File: src/rtl/ni_inject_buf.sv
// ni_inject_buf
// Network-interface injection buffer between a node's traffic source and the
// local router's injection port. The source streams words with no
// backpressure. Each word is filtered, then buffered in a first-word-fall-through
// FIFO, then offered to the router with a valid/ready handshake. The block
// also keeps drop, reject and throughput statistics.
//
// Ports:
//   clk, rst          clock (rising edge), asynchronous active-low reset
//   flush             synchronous clear of FIFO contents (statistics kept)
//   in_data/in_valid  source word, [15:12] src, [7:4] dest, [3:0] payload
//   out_data          FIFO head word, held when empty (zero after reset)
//   out_valid         head word valid (= !empty)
//   out_ready         router accepts the head word this cycle
//   dest_cluster      out_data[7:6]
//   dest_local        out_data[5:4]
//   count/full/empty  occupancy, 0..DEPTH
//   drop_cnt          words lost to overflow, saturating
//   bad_cnt           words rejected by the filter, saturating
//   sent_cnt          words handed to the router, wrapping

module ni_inject_buf #(
   parameter int         DEPTH   = 16,
   parameter int         AW      = 4,
   parameter logic [3:0] NODE_ID = 4'd0
) (
   input  logic          clk,
   input  logic          rst,
   input  logic          flush,
   input  logic [19:0]   in_data,
   input  logic          in_valid,
   output logic [19:0]   out_data,
   output logic          out_valid,
   input  logic          out_ready,
   output logic [1:0]    dest_cluster,
   output logic [1:0]    dest_local,
   output logic [AW:0]   count,
   output logic          full,
   output logic          empty,
   output logic [7:0]    drop_cnt,
   output logic [7:0]    bad_cnt,
   output logic [15:0]   sent_cnt
);

   localparam logic [AW:0]   FULL_COUNT = (AW+1)'(DEPTH);
   localparam logic [AW:0]   CNT_ONE    = (AW+1)'(1);
   localparam logic [AW-1:0] PTR_ONE    = AW'(1);

   logic [19:0]   mem [DEPTH];
   logic [AW-1:0] wr_ptr;
   logic [AW-1:0] rd_ptr;
   logic [AW-1:0] rd_next;
   logic [AW:0]   count_next;
   logic [19:0]   head_next;
   logic          accept;
   logic          do_push;
   logic          do_pop;
   logic          do_drop;
   logic          do_bad;
   logic          room;

   assign out_valid    = (count != '0);
   assign empty        = (count == '0);
   assign full         = (count == FULL_COUNT);
   assign dest_cluster = out_data[7:6];
   assign dest_local   = out_data[5:4];

   // Event decode. Flush suppresses every event so that no pointer or
   // statistic moves in a flush cycle. A full FIFO still has room when
   // the head leaves in the same cycle.
   // The head register is loaded with the word that will sit at rd_next
   // after this edge. When the FIFO is empty, or holds only the word now
   // being popped, that word is the one arriving this cycle. It is not in
   // mem yet, so it is taken straight from in_data.
   always_comb begin
      accept     = 1'b0;
      do_pop     = 1'b0;
      room       = 1'b0;
      do_push    = 1'b0;
      do_drop    = 1'b0;
      do_bad     = 1'b0;
      rd_next    = rd_ptr;
      count_next = count;
      head_next  = out_data;

      accept  = in_valid && (in_data[15:12] == NODE_ID) && (in_data[7:4] != NODE_ID);
      do_pop  = out_valid && out_ready && !flush;
      room    = (count != FULL_COUNT) || do_pop;
      do_push = accept && room && !flush;
      do_drop = accept && !room && !flush;
      do_bad  = in_valid && !accept && !flush;

      if (do_pop)
         rd_next = rd_ptr + PTR_ONE;

      if (flush)
         count_next = '0;
      else if (do_push && !do_pop)
         count_next = count + CNT_ONE;
      else if (do_pop && !do_push)
         count_next = count - CNT_ONE;

      if (count_next != '0) begin
         if (do_push && (wr_ptr == rd_next))
            head_next = in_data;
         else
            head_next = mem[rd_next];
      end
   end

   // Storage array. It carries no reset because the head register and
   // count decide what is visible.
   always_ff @(posedge clk) begin
      if (do_push)
         mem[wr_ptr] <= in_data;
   end

   // Pointers, occupancy, head register and statistics
   always_ff @(posedge clk or negedge rst) begin
      if (!rst) begin
         wr_ptr   <= '0;
         rd_ptr   <= '0;
         count    <= '0;
         out_data <= '0;
         drop_cnt <= '0;
         bad_cnt  <= '0;
         sent_cnt <= '0;
      end else begin
         count    <= count_next;
         out_data <= head_next;
         if (flush) begin
            wr_ptr <= '0;
            rd_ptr <= '0;
         end else begin
            if (do_push)
               wr_ptr <= wr_ptr + PTR_ONE;
            rd_ptr <= rd_next;
         end
         if (do_drop && (drop_cnt != 8'hFF))
            drop_cnt <= drop_cnt + 8'd1;
         if (do_bad && (bad_cnt != 8'hFF))
            bad_cnt <= bad_cnt + 8'd1;
         if (do_pop)
            sent_cnt <= sent_cnt + 16'd1;
      end
   end

endmodule

File: config.mk
export PLATFORM = sky130hd
export DESIGN_NAME = ni_inject_buf
export DESIGN_NICKNAME = d
export VERILOG_FILES = /design/src/rtl/ni_inject_buf.sv
export SDC_FILE = /design/constraint.sdc
export NUM_CORES = 1
export LEC_CHECK = 0
export ABC_AREA = 1
export CAP_MARGIN = 20
export CORE_MARGIN = 1.5
export CORE_UTILIZATION = 41
export CTS_CLUSTER_SIZE = 10
export DETAILED_ROUTE_END_ITERATION = 10
export GPL_TIMING_DRIVEN = 0
export PLACE_DENSITY = 0.58
export SYNTH_ARGS = -nofsm -noshare
export SYNTH_HDL_FRONTEND = slang
export SYNTH_SLANG_ARGS = --single-unit
File: constraint.sdc
create_clock -name clk -period 2.71 [get_ports clk]
set_input_delay 0.813 -clock clk [delete_from_list [all_inputs] [get_ports clk]]
set_output_delay 0.813 -clock clk [all_outputs]
set_load 0.02 [all_outputs]
After elaboration in Yosys (flattened, before gate mapping)
Memories as Yosys holds them, arrays and structs flattened. A register that Yosys moved wholly into a read port is not among the register bits.
Index checks and enable logic that the tools add are counted.
- add/subtract/negate cells: 7
- eq/ne operators: 4
- reductions and logical operators: 27
- mux-type cells: 9
- operator list (kind ; count):
    $add 16x1->16 const B ; 1
    $add 8x1->8 const B ; 2
    $mux 4 ; 4
    $ne 8x8->1 const B ; 2
    $mux 5 ; 3
    $logic_and 1x1->1 ; 14
    $reduce_bool 5->1 ; 2
    $add 4x1->4 const B ; 2
    $logic_not 1->1 ; 6
    $add 5x1->5 const B ; 1
    $eq 5x5->1 const B ; 1
    $logic_not 5->1 ; 1
    $ne 5x5->1 const B ; 1
    $sub 5x1->5 const B ; 1
    $logic_not 4->1 ; 1
    $reduce_bool 4->1 ; 1
    $mux 1 ; 2
    $reduce_bool 2->1 ; 1
    $logic_or 1x1->1 ; 1
- RAM bits: 320
- flip-flop bits (word level): 45
- memories kept: 1
- word-level logic and storage cells: 54
- output and inout port bits: 64
- input bits: 25
- memories (name ; depth ; bits a word ; read ports ; clocked after Yosys merged registers in ; wr ports ; RTL line ; RTL):
    mem ; 16 ; 20 ; 1 ; 1 ; 1 ; 49 ; logic [19:0] mem [DEPTH];

Depth between registers and ports, before layout
Gate-level depths: netlist of run 1.
- word-level depth: 12
- gate-level depth with buffers: 16
- mapped depth without buffers: 15

Worst setup path after synthesis of run 1
OpenSTA, ideal clock, no wires.
- kind: input-to-reg
- start: input flush
- end: memory mem[0][0] (enable)
- arrival: 2.521 ns
- stages on the path: 7
- data required time: 2.313 ns
- library setup time: 0.397 ns
- path buffers: 2
- setup slack: -0.208 ns
- cell sequence: buf_2 -> nor2_8 -> nor2_1 -> nor2_2 -> buf_4 -> nand2_1 -> nor2_1
- longest elaborated chain between the ends: 7
- ends and longest elaborated chain (element ; RTL line ; RTL):
    start: declaration ; 29 ; input logic flush,
    $logic_not 1->1 * ; 87, 89 ;
    $logic_and 1x1->1 ; 87 ; do_pop = out_valid && out_ready && !flush;
    $logic_or 1x1->1 ; 88 ; room = (count != FULL_COUNT) || do_pop;
    $logic_and 1x1->1 ; 89 ; do_push = accept && room && !flush;
    $logic_and 1x1->1 * ; 89 ;
    $mux 1 * ; 114 ; if (do_push)
    $mux 1 (not written as such) * ; 115 ; mem[wr_ptr] <= in_data;
    end: declaration ; 49 ;
Every way passes the cells marked *; elsewhere a longest branch is shown, timed or not.

Final worst setup path of run 1
- start: input out_ready
- end: register out_data[19], read port of mem
- longest elaborated chain between the ends: 11
- elaborated cells on any way between the ends: 14
- classes of those cells: mux: 4; reduce/logical: 10
- ends and longest elaborated chain (element ; RTL line ; RTL):
    start: declaration ; 34 ; input logic out_ready,
    $logic_and 1x1->1 * (2 in a row) ; 87 ;
    $logic_or 1x1->1 ; 88 ;
    $logic_and 1x1->1 (2 in a row) ; 89 ;
    $logic_not 1->1 ; 100 ; else if (do_pop && !do_push)
    $logic_and 1x1->1 ; 100 ;
    $mux 5 ; 100 ;
    $mux 5 ; 98 ; else if (do_push && !do_pop)
    $mux 5 ; 96 ; if (flush)
    $reduce_bool 5->1 ; 103 ; if (count_next != '0) begin
    end: declaration ; 32 ; output logic [19:0] out_data,
Marked as above.
A chain may end at the register's enable or synchronous reset.

==> results of run 1 <==
==> metal layers <==
| layer | vias to the layer above | routed length [microns] | track usage |
|---|---|---|---|
| met2 | 629 | 24300 | 0.383 |
| met4 | 0 | 2180 | 0.117 |
| met5 | - | 0 | 0 |
| met3 | 129 | 5010 | 0.0479 |
| li1 | 5915 | - | - |
| met1 | 6148 | 22200 | 0.334 |
==> per-stage QoR <==
stage          hold WS, ps  power, mW
4_1_cts                392       16.2
6_report               358       16.3
5_1_grt                434       16.9
3_5_place_dp           465       10.7
3_3_place_gp           461       10.7
2_1_floorplan          517       9.07
==> cell families (layout without fill, tap and decap cells) <==
kind of cell             after synthesis  count (layout)  share of synthesized area
multiplexers                           2               2                    0.00129
XOR/XNOR                              34              34                     0.0171
adder cells (fa/ha/maj)               11              11                    0.00790
buffers and inverters                275             481                     0.0658
flip-flops                           385             385                      0.645
AO/OA/AOI/OAI                          8               8                    0.00287
AND/OR/NAND/NOR                      913             920                      0.260
==> timing repair <==
item | 4_1_cts | 5_1_grt
setup buffers | 30 | 7
pin swaps | 21 | 4
gates resized for setup | 113 | 52
endpoints found under the setup margin | 359 | 256
gates cloned | 7 | 0
hold buffers | 0 | 0
==> where the power goes <==
part	switching (mW)	internal (mW)	total (mW)
Combinational	2.54	1.38	3.92
Clock	2.34	3.15	5.49
Sequential	0.204	6.66	6.87
==> worst paths after layout <==
check,from,endpoint,slack (ps),depth (start not counted)
worst max-delay path,out_ready,out_data[19],30,13
worst min-delay path,rst,sent_cnt[7],360,1
worst max register to register,count[0],out_data[19],70,12
worst min register to register,sent_cnt[15],sent_cnt[15],470,1
max in group asynchronous,rst,count[0],1740,1
min in group clk,sent_cnt[15],sent_cnt[15],470,1
==> synthesized netlist by cell type (all sizes together) <==
library cell  number
nand3            345
nand2            333
edfxtp           320
inv              182
nand3b           143
nor2              81
buf               65
dfrtp             65
clkbuf            28
xnor2             17
xor2              17
ha                11
nand4              9
a21oi              3
mux2               2
nor3               2
o21a               2
a31oi              1
o2111ai            1
o21ai              1
==> area by class of cell <==
type	instances	area (sq um)
flip-flops and latches	385	11200
fillers	3704	20700
inverters	182	686
clock inverters	3	26.3
clock buffers	71	1250
well taps	539	674
repair buffers	133	1430
plain buffers	92	592
multi-input cells	975	5350
==> registers in the layout (all words and copies together), names as in the netlist <==
| register | cells |
|---|---|
| out_data | 20 |
| rd_ptr | 4 |
| bad_cnt | 8 |
| wr_ptr | 4 |
| drop_cnt | 8 |
| mem | 320 |
| sent_cnt | 16 |
| count | 5 |
==> impl.org, run 1 <==
** Global route
- The via count of the first global-routing pass was 12,400.
- The number of antenna violations at the first check in global routing came to 0.
- Pin count of the biggest net entering global routing :: 66
- The first global-routing pass estimated 78,900 microns of wire.
- Overall overflow remaining after global route :: 0
- Global router's overall resource usage :: 0.247

** Place
- Setup WS pre-CTS :: -1480 ps
- The placed instances occupy a cell area of 0.0192 sq mm.
- Once placement completed, the tool counted placed cells totaling 2,263.
- After legalization and detailed placement, the total HPWL measured 34,400 microns.
- IO Port Bufs :: 87
- Final RePlAce weighted congestion :: 0.907

** Setup path
- Max FO, Critical Path :: 10
- CP max stage cell :: sky130_fd_sc_hd__buf_1
- At the worst endpoint, the required time is 3160 ps.
- Sort of element at the end of the critical path :: register
- Dominant delay contributor by cell family on the critical path :: buffers and inverters
- The number of buffers and inverters on the critical path is 4.
- In this design, the stage delay of the slowest critical-path cell is 560 ps.
- Kind of start point of the critical path :: input pin
- Crit path DAT :: 3130 ps
- Walking the worst path, the cells encountered are clkdlybuf4s50_1 -> inv_1 -> nor2_8 -> nand2_8 -> nand2_1 -> nand2_4 -> inv_2 -> buf_1 -> nand3_1 -> nand3_1 -> nand3_1 -> nand2_1 -> nand2_1.
- The worst setup path is of the in -> reg kind.

** Worst hold path
- Worst min-delay path class :: in -> async

** STA
- Worst Slack Setup Final :: 30.5 ps
- Subtracting the final worst setup slack from the clock period gives 2680 ps.
- Setup repair after global routing could not meet its margin everywhere.
- For the pin with the worst max-slew slack, the measured transition is 990 ps.
- The worst pin sits at a relative slew slack of 0.338.
- The number of max-slew violations in the final report is 0.
- Dividing the final minimum period by the clock period gives 0.989.
- The number of hold-slack violations in the final timing report was 0.
- Adding up every negative setup slack in the final design gives 0 ps.
- For the final database, setup skew stands at 11.5 ps.
- Number of endpoints failing setup at the final stage :: 0
- Derived from the worst setup path, the maximum achievable clock frequency is 373 MHz.

** Finish
- Summing all non-filler instances in the final layout gives an area of 0.0212 sq mm.
- Layout cell share with drive strength beyond 1 :: 0.142
- Post-layout util :: 0.506
- The repair_antennas step left the layout with diodes totalling 0.
- Non-filler cells in the finished layout :: 2,380
- Compared with the post-synthesis result, the final layout area differs by 21.9%.
- The library cell used most frequently in the layout, excluding fill and tap cells, is sky130_fd_sc_hd__nand3_1.
- After the last flow step, the layout net total stands at 1,850.
- Most frequent cells in the layout :: 338 x sky130_fd_sc_hd__nand3_1, 320 x sky130_fd_sc_hd__edfxtp_1, 314 x sky130_fd_sc_hd__nand2_1

** Floorplanning
- Effective utilization at floorplan :: 0.415
- Measured along the x axis, the die boundary spans 209 microns.
- Ports placed on the boundary :: 89
- Row generation in the floorplan step produced 75 rows.
- The die covers 0.0437 sq mm.
- Core region area :: 0.0419 sq mm
- Die Ht :: 209 microns

** Synthesis
- Sorting the synthesized cells by area gives the leading types as sky130_fd_sc_hd__edfxtp_1 55%, sky130_fd_sc_hd__nand3_1 9.8%, sky130_fd_sc_hd__dfrtp_1 9.3%, sky130_fd_sc_hd__nand2_1 7.1%, sky130_fd_sc_hd__nand3b_1 6.1%.
- Mapped cell area :: 0.0174 sq mm
- The share of synthesized area in the top cell type comes to 0.552.
- A synthesized cell averages 10.7 sq um.
- Leading area contributor after synthesis :: sky130_fd_sc_hd__edfxtp_1
- Yosys mapped the design onto 34 distinct sky130hd cell types.
- Gate Count Post-Synth :: 1,628
- Synthesized flop and latch total :: 385
- When the netlist entered floorplanning its net count stood at 1,664.
- Fraction of the yosys area taken by sequential cells :: 0.645
- During synthesis, Yosys emitted a total of 0 warnings.

** Routing
- Number of detailed-routing iterations run before antenna repair :: 6
- Average wire per cell in the routed design :: 22.6 microns
- After detailed routing, the number of remaining DRC violations is 0.
- Vias post-DR :: 12,800
- Detailed Route Iter0 Violations :: 1,589
- In this run the remaining antenna-violating nets after routing total 0.
- Total detailed-routing wirelength :: 53,700 microns
- In the routed layout, each cell is associated on average with a via count of 5.39.

** Clock network
- TritonCTS built the clock tree.
- TritonCTS created 45 clock buffers.
- Number of sinks on the clock net :: 385
- After clock tree synthesis, the clock-pin slew on the worst setup and hold paths is 50 ps.
- Buffer levels on the longest clock path :: 3
- CTS placed an instance of sky130_fd_sc_hd__clkbuf_16 at the clock tree root.
- The H-tree was split into 2 levels.
- The clock reaches the later pin of the worst-skew pair after 570 ps.

** Power and ir drop
- Static leakage :: 8.69 nW
- Dividing total power by cell area gives a power density of 766 mW/mm^2.
- Largest vdd supply drop :: 434 uV

** Flow run
- Maximum capacitance violations :: 0

** Status
- Outcome :: finished, final reports clean
Note: power is estimated with default switching activity, not from simulation.
==> run 2: changes to the inputs <==
--- a/config.mk
+++ b/config.mk
@@ -13,6 +13,7 @@
 export DETAILED_ROUTE_END_ITERATION = 10
 export GPL_TIMING_DRIVEN = 0
 export PLACE_DENSITY = 0.58
+export SLEW_MARGIN = 0
 export SYNTH_ARGS = -nofsm -noshare
 export SYNTH_HDL_FRONTEND = slang
 export SYNTH_SLANG_ARGS = --single-unit
==> results of run 2 <==
Same layout as run 1: the final DEF is identical, and so are final timing and power.
